### config.mk
export PLATFORM = sky130hd
export DESIGN_NAME = control_unit_v2
export DESIGN_NICKNAME = d
export VERILOG_FILES = /design/src/rtl/control_unit_v2.sv
export SDC_FILE = /design/constraint.sdc
export NUM_CORES = 1
export LEC_CHECK = 0
export ABC_AREA = 1
export CAP_MARGIN = 25
export CORE_AREA = 2 2 153 155
export DETAILED_ROUTE_END_ITERATION = 7
export DIE_AREA = 0 0 155 157
export SLEW_MARGIN = 20
export SYNTH_ARGS = -nofsm -noshare
export SYNTH_HDL_FRONTEND = slang
export SYNTH_SLANG_ARGS = --single-unit
### constraint.sdc
create_clock -name sysclk -period 4.4 [get_ports sysclk]
set_input_delay 0.88 -clock sysclk [delete_from_list [all_inputs] [get_ports sysclk]]
set_output_delay 0.88 -clock sysclk [all_outputs]
set_load 0.03 [all_outputs]
### src/rtl/control_unit_v2.sv
// control_unit_v2: accumulator CPU bus master with wait-state bus, bounded stack and fault traps.
// Optional CALL/RET (opcodes A/B) enabled by defining CONTROL_UNIT_CALL_RET_EN.
module control_unit_v2 #(
    parameter int ADDR_SIZE   = 12,
    parameter int WORD_SIZE   = 16,
    parameter int RESET_PC    = 0,
    parameter int STACK_BASE  = 128,
    parameter int STACK_DEPTH = 64
) (
    input  logic                 sysclk,
    input  logic                 sysrst_n,
    output logic                 mem_req,
    output logic                 mem_we,
    output logic [ADDR_SIZE-1:0] mem_addr,
    output logic [WORD_SIZE-1:0] mem_wdata,
    input  logic [WORD_SIZE-1:0] mem_rdata,
    input  logic                 mem_ready,
    output logic [WORD_SIZE-1:0] acc_out,
    output logic [ADDR_SIZE-1:0] pc_out,
    output logic                 halted,
    output logic                 fault,
    output logic [1:0]           fault_code
);
    typedef enum logic [2:0] {FETCH_REQ, FETCH_WAIT, EXEC, MEM_WAIT, HALT, FAULT} state_t;
    localparam logic [ADDR_SIZE-1:0] SP_LO = ADDR_SIZE'(STACK_BASE);
    localparam logic [ADDR_SIZE-1:0] SP_HI = ADDR_SIZE'(STACK_BASE + STACK_DEPTH);
    state_t               state_q;
    logic [ADDR_SIZE-1:0] pc_q, sp_q, addr_q;
    logic [WORD_SIZE-1:0] acc_q, ir_q, wdata_q;
    logic                 req_q, we_q, halted_q, fault_q;
    logic [1:0]           code_q;
    logic [3:0]           op;
    logic [ADDR_SIZE-1:0] s, addr_d, pc_d;
    logic [WORD_SIZE-1:0] acc_d, wdata_d;
    logic                 is_push, is_pop, is_mem, legal, take, we_d;
    always_comb begin
        op      = ir_q[WORD_SIZE-1:WORD_SIZE-4];
        s       = ir_q[ADDR_SIZE-1:0];
`ifdef CONTROL_UNIT_CALL_RET_EN
        is_push = op == 4'h8 || op == 4'hA;
        is_pop  = op == 4'h9 || op == 4'hB;
        legal   = op <= 4'hB;
        wdata_d = op == 4'hA ? WORD_SIZE'(pc_q) : acc_q;
        pc_d    = op == 4'hA ? s : op == 4'hB ? mem_rdata[ADDR_SIZE-1:0] : pc_q;
`else
        is_push = op == 4'h8;
        is_pop  = op == 4'h9;
        legal   = op <= 4'h9;
        wdata_d = acc_q;
        pc_d    = pc_q;
`endif
        is_mem  = op <= 4'h3 || is_push || is_pop;
        take    = op == 4'h4 || (op == 4'h5 && !acc_q[WORD_SIZE-1]) || (op == 4'h6 && acc_q != '0);
        addr_d  = is_push ? sp_q : is_pop ? sp_q - 1'b1 : s;
        we_d    = op == 4'h1 || is_push;
        acc_d   = (op == 4'h0 || op == 4'h9) ? mem_rdata :
                  op == 4'h2 ? acc_q + mem_rdata :
                  op == 4'h3 ? acc_q - mem_rdata : acc_q;
    end
    always_ff @(posedge sysclk) begin
        if (!sysrst_n) begin
            state_q  <= FETCH_REQ;
            pc_q     <= ADDR_SIZE'(RESET_PC);
            sp_q     <= SP_LO;
            acc_q    <= '0;
            ir_q     <= '0;
            req_q    <= 1'b0;
            we_q     <= 1'b0;
            addr_q   <= '0;
            wdata_q  <= '0;
            halted_q <= 1'b0;
            fault_q  <= 1'b0;
            code_q   <= 2'd0;
        end else begin
            case (state_q)
                FETCH_REQ: begin
                    req_q   <= 1'b1;
                    we_q    <= 1'b0;
                    addr_q  <= pc_q;
                    state_q <= FETCH_WAIT;
                end
                FETCH_WAIT: if (mem_ready) begin
                    ir_q    <= mem_rdata;
                    pc_q    <= pc_q + 1'b1;
                    req_q   <= 1'b0;
                    state_q <= EXEC;
                end
                EXEC: begin
                    // Traps are decided here so a faulting op never reaches the bus.
                    if (!legal || (is_push && sp_q == SP_HI) || (is_pop && sp_q == SP_LO)) begin
                        fault_q <= 1'b1;
                        code_q  <= !legal ? 2'd3 : is_push ? 2'd1 : 2'd2;
                        state_q <= FAULT;
                    end else if (is_mem) begin
                        addr_q  <= addr_d;
                        we_q    <= we_d;
                        wdata_q <= wdata_d;
                        state_q <= MEM_WAIT;
                    end else begin
                        pc_q     <= take ? s : pc_q;
                        halted_q <= op == 4'h7;
                        state_q  <= op == 4'h7 ? HALT : FETCH_REQ;
                    end
                end
                MEM_WAIT: begin
                    // First cycle only raises the request; completion needs req and ready together.
                    if (!req_q) begin
                        req_q <= 1'b1;
                    end else if (mem_ready) begin
                        req_q   <= 1'b0;
                        we_q    <= 1'b0;
                        acc_q   <= acc_d;
                        pc_q    <= pc_d;
                        sp_q    <= is_push ? sp_q + 1'b1 : is_pop ? sp_q - 1'b1 : sp_q;
                        state_q <= FETCH_REQ;
                    end
                end
                default: ;
            endcase
        end
    end
    assign mem_req    = req_q;
    assign mem_we     = we_q;
    assign mem_addr   = addr_q;
    assign mem_wdata  = wdata_q;
    assign acc_out    = acc_q;
    assign pc_out     = pc_q;
    assign halted     = halted_q;
    assign fault      = fault_q;
    assign fault_code = code_q;
endmodule
==> Word level (Yosys, flattened, before mapping) <==
Cells that the tools add are included.
{ "classes": {"order_cmp": 2, "mux": 32, "bitwise_logic": 2, "n_div": 0, "add_sub_neg": 5, "shifts": 0, "mul": 0, "eq_ne": 21, "reduce_logical": 35} }
{ "ops": {"columns": ["operator", "count"], "rows": [
  ["$mux 12", 10],
  ["$mux 16", 3],
  ["$pmux 12 s2", 2],
  ["$add 12x1->12 const B", 2],
  ["$eq 12x8->1 const B", 2],
  ["$mux 3", 6],
  ["$add 16x16->16", 1],
  ["$eq 4x3->1 const B", 4],
  ["$reduce_bool 16->1", 1],
  ["$sub 16x16->16", 1],
  ["$ne 2x2->1 const B", 7],
  ["$pmux 3 s4", 1],
  ["$reduce_and 4->1", 3],
  ["$sub 12x1->12 const B", 1],
  ["$reduce_and 5->1", 2],
  ["$reduce_and 3->1", 3],
  ["$reduce_bool 3->1", 3],
  ["$eq 4x2->1 const B", 2],
  ["$eq 4x4->1 const B", 2],
  ["$logic_or 1x1->1", 8],
  ["$eq 3x2->1 const B", 2],
  ["$mux 1", 6],
  ["$pmux 1 s3", 2],
  ["$reduce_and 2->1", 3],
  ["other kinds (12)", 20]
]} }
{ "word_totals": {"ff_bits": 93, "n_memories": 0, "latch_bits": 0, "mem_bits_ro": 0, "out_inout_bits": 62, "ramBits": 0} }

==> Logic depth before layout (Yosys ltp) <==
{ "logic_depth": {"ltp_word": 8, "mapped_depth": 23, "ltp_nobuf": 23} }

==> Worst setup path before layout <==
OpenSTA, ideal clock, no wires.
{ "synth_timing": {"kind": "in2reg", "from": "in mem_rdata[0]", "to": "reg acc_q[15] (netlist: acc_out[15])", "path_slack_ns": 1.305, "t_arrival_ns": 3.025, "stages": 22, "cell_sequence": "inv_1 ha_1 inv_1 nor3_1 nand2_1 nor3_1 nor2_1 nor2_1 o21ai_0 xor2_1 ha_1 nand2_1 inv_1 nand2_1 nand2_1 inv_1 nand2_1 a21oi_1 nand2_1 nand3_1 nand2_1 a21oi_1"} }
{ "synth_via": {"elab_chain_len": 4, "word_cells_on_any_way": 5} }
{ "synth_lines": {"columns": ["item", "line_no", "rtl"], "rows": [
  ["from (decl)", "16", "input logic [WORD_SIZE-1:0] mem_rdata,"],
  ["$sub 16x16->16", "58", "op == 4'h3 ? acc_q - mem_rdata : acc_q;"],
  ["$mux 16", "58", null],
  ["$mux 16 *", "57", "op == 4'h2 ? acc_q + mem_rdata :"],
  ["$mux 16 *", "56", "acc_d = (op == 4'h0 || op == 4'h9) ? mem_rdata :"],
  ["to (signal assigned)", "65", "acc_q <= '0;"],
  ["to (signal assigned)", "112", "acc_q <= acc_d;"],
  ["to (decl)", "29", "logic [WORD_SIZE-1:0] acc_q, ir_q, wdata_q;"]
]} }
Mark *: on every way between the ends. The rest lies on a longest branch, timed or not. The select of a mux whose other input is x is not followed.
A chain may end at the register's enable or synchronous reset.

==> Worst setup path after layout <==
Ends and elaborated chain as after synthesis.

==> run_results.csv <==
group,metric,value,unit
power_and_ir_drop,seq_power_share,38.1,%
layout,drive_gt1_share,6.54,%
yosys,synth_area_leaders,"dfxtp_1, nand2_1, a21oi_1, nor2_1, o21ai_0",
layout,fillers,2427,
power_and_ir_drop,power_density,339,nW/um^2
floorplanning,die_y,157,um
drt,postRouteAntennaNets,0,
power_and_ir_drop,internal-power,0.00163,W
run,maxCapViolations,0,
floorplanning,core_region_area,22500,um^2
layout,fin_nets,1078,
worst_hold_path,min_path_type,"reg2reg",
power_and_ir_drop,total_power,0.00258,W
power_and_ir_drop,p_sw,0.000944,W
cts,clock_latency,360,ps
critical_path,worstSetupPathType,"in2reg",
power_and_ir_drop,ir_worst_vdd,0.000175,V
timing,setup_tns,0,ps
yosys,yosysTopAreaCellShare,29.6,%
yosys,synth_nets,1020,
yosys,synthCells,976,
cts,cts.sinks,93,
yosys,synthTopCellsByCount,"nand2_1, nor2_1, a21oi_1, dfxtp_1, inv_1",
yosys,synth_area,6290,um^2
critical_path,critPathRequiredTime,4690,ps
placement,gp_congestion,0.898,
drt,vias,6564,
floorplanning,fp.dieArea,24300,um^2
yosys,ys_warn_count,0,
cts,h-tree-depth,3,
placement,dpl.hpwl,15300,um
drt,routedWlPerCell,15.5,um
global_routing,grt-ovfl-total,0,
yosys,avgSynthCellArea,6.45,um^2
cts,cts_root_buf,"clkbuf_16",
drt,firstDrtPassIters,5,
critical_path,cp-start-kind,"input port",
timing,max_freq,0.275,GHz
timing,setup_viol,0,
critical_path,crit_arrival,3930,ps
timing,finalHoldViolCount,0,
critical_path,rrSetupSlack,1260,ps
yosys,ys_ff_latch,93,
global_routing,antenna_found_initial,0,
yosys,synth_edf_count,0,
yosys,synthArstFlopShare,0,%
cts,tritoncts,"done",
floorplanning,start_util,28.0,%
cts,cts_made_buffers,9,
power_and_ir_drop,p_comb_share,29.5,%
cts,clkSlewWorstSetupHoldPaths,70,ps
cts,cts-resized-gates,0,
drt,drc,0,
global_routing,grt_max_degree,60,
yosys,netlist-cell-type-count,52,
timing,finalCriticalPeriod,3640,ps
timing,rsz0062_at_grt,"false",
yosys,yosysMostFrequentCell,"nand2_1",
layout,syn_to_final_growth,20.7,%
drt,drt-vias-per-instance,4.96,
timing,skew,9.16,ps
drt,wl,20500,um
power_and_ir_drop,p_sw_share,36.6,%
yosys,seq_area_frac_synth,29.6,%
power_and_ir_drop,pwr-share-clk,32.4,%
global_routing,grt_pass1_vias,6115,
yosys,synth_top_flop_cell,"dfxtp_1",
global_routing,grt_first_pass_wirelength,32500,um
timing,drv_slew,0,
cts,hold_buffers,0,
layout,antenna_cells,0,
floorplanning,die_w,155,um
cts,clockBufferDepth,2,
timing,worst_pin_slew,731,ps
outcome,outcome,"completed",
critical_path,critPathMaxFanout,4,
critical_path,cp-end-kind,"flip-flop",
timing,slew_headroom,51.2,%
cts,postCtsSetupRepairBufs,0,
layout,seq_area,1860,um^2
yosys,yosys.area.top_type,"dfxtp_1",
power_and_ir_drop,leakage,3.18,nW
placement,numPortBuffers,80,
drt,drt_iter0_drc,542,
layout,multiInputGateArea,3840,um^2
global_routing,grt_usage,16.9,%
floorplanning,num_io_pins,81,
floorplanning,rows,55,
timing,timing.final.crit_share,82.7,%
[worst max-delay path, cell delays in order]
cell and delay, ps:
clkdlybuf4s50_1 450, inv_1 120, ha_1 150, inv_1 50, nor3_1 200, nand2_1 120
nor3_1 160, nor2_1 90, nor2_1 180, o21ai_0 150, xor2_1 170, ha_1 370
nand2_1 110, nor3_1 280, nand2_1 80, nand2_1 70, nand3_1 60, nand3_1 70
nand2_1 50, a21oi_1 110
[cell type report]
cell class                 count  share of cell area [%]
clock buffer                  10                    3.15
clock inverter                 6                   0.989
inverter                     104                    5.19
multi-input combinational    742                    50.6
sequential                    93                    24.5
tap                          285                    4.70
timing repair buffer          84                    10.9
[per-stage QoR]
step | setup WS, ps | cells | hold slack, ps | utilization (%) | cell area (um^2)
6_report | 763 | 1324 | 462 | 33.7 | 7590
5_1_grt | 324 | 1324 | 480 | 33.7 | 7590
4_1_cts | 820 | 1324 | 467 | 33.7 | 7590
3_5_place_dp | 448 | 1308 | 455 | 32.3 | 7280
3_3_place_gp | 512 | 1308 | 454 | 32.3 | 7280
2_1_floorplan | 1300 | 976 | 439 | - | 6290
[sequential cells by signal, summed over array words and instances, names as in the netlist]
register / flops
mem_we: 1
mem_addr: 12
mem_wdata: 16
sp_q: 12
state_q: 3
pc_out: 12
acc_out: 16
ir_q: 16
mem_req: 1
halted: 1
fault_code: 2
fault: 1
[per-layer routing]
| layer | GRT usage (%) | wire length, um | vias to the layer above |
|---|---|---|---|
| met5 | 0 | 0 | - |
| met4 | 4.41 | 329 | 0 |
| met3 | 3.06 | 1090 | 19 |
| met2 | 28.7 | 9490 | 195 |
| met1 | 22.1 | 9540 | 3008 |
| li1 | - | - | 3342 |
[power by group through the flow]
stage                     sequential (W)  combinational [W]  clock [W]
after global routing            0.000991           0.000846   0.000888
after global placement           0.00100           0.000751          0
after CTS                       0.000982           0.000760   0.000856
after floorplan                  0.00106           0.000450          0
final                           0.000981           0.000761   0.000835
after detailed placement         0.00100           0.000757          0
[placed cells by master, fill, tap and decap left out, types with 4 or more instances in the layout]
cell,n
clkbuf_16,9
inv_1,90
nor3_1,12
dfxtp_1,93
o22ai_1,4
inv_2,9
nor2_2,4
xor2_1,24
a31oi_1,5
nor2_1,129
nand3_1,52
nand2_2,12
nand4_1,21
a21oi_1,103
nand2_1,210
o21ai_1,9
buf_4,4
ha_1,24
xnor2_1,4
o21ai_0,76
nand3b_1,5
clkdlybuf4s50_1,79
or2_2,4
[cells by family after synthesis]
kind of cell	Yosys count	share of synthesized area (%)
compound gates	226	19.8
flops	93	29.6
buf+inv	141	9.38
simple gates	463	32.2
xor+xnor	28	3.90
fa+ha+maj	25	5.09
[worst paths after layout]
path | startpoint | to | cells past startpoint
max | mem_rdata[0] | acc_out[15] | 20
min | mem_wdata[4] | mem_wdata[4] | 2
max reg2reg | ir_q[12] | acc_out[11] | 15
min reg2reg | mem_wdata[4] | mem_wdata[4] | 2
No activity file was read; power rests on OpenSTA's default activity.
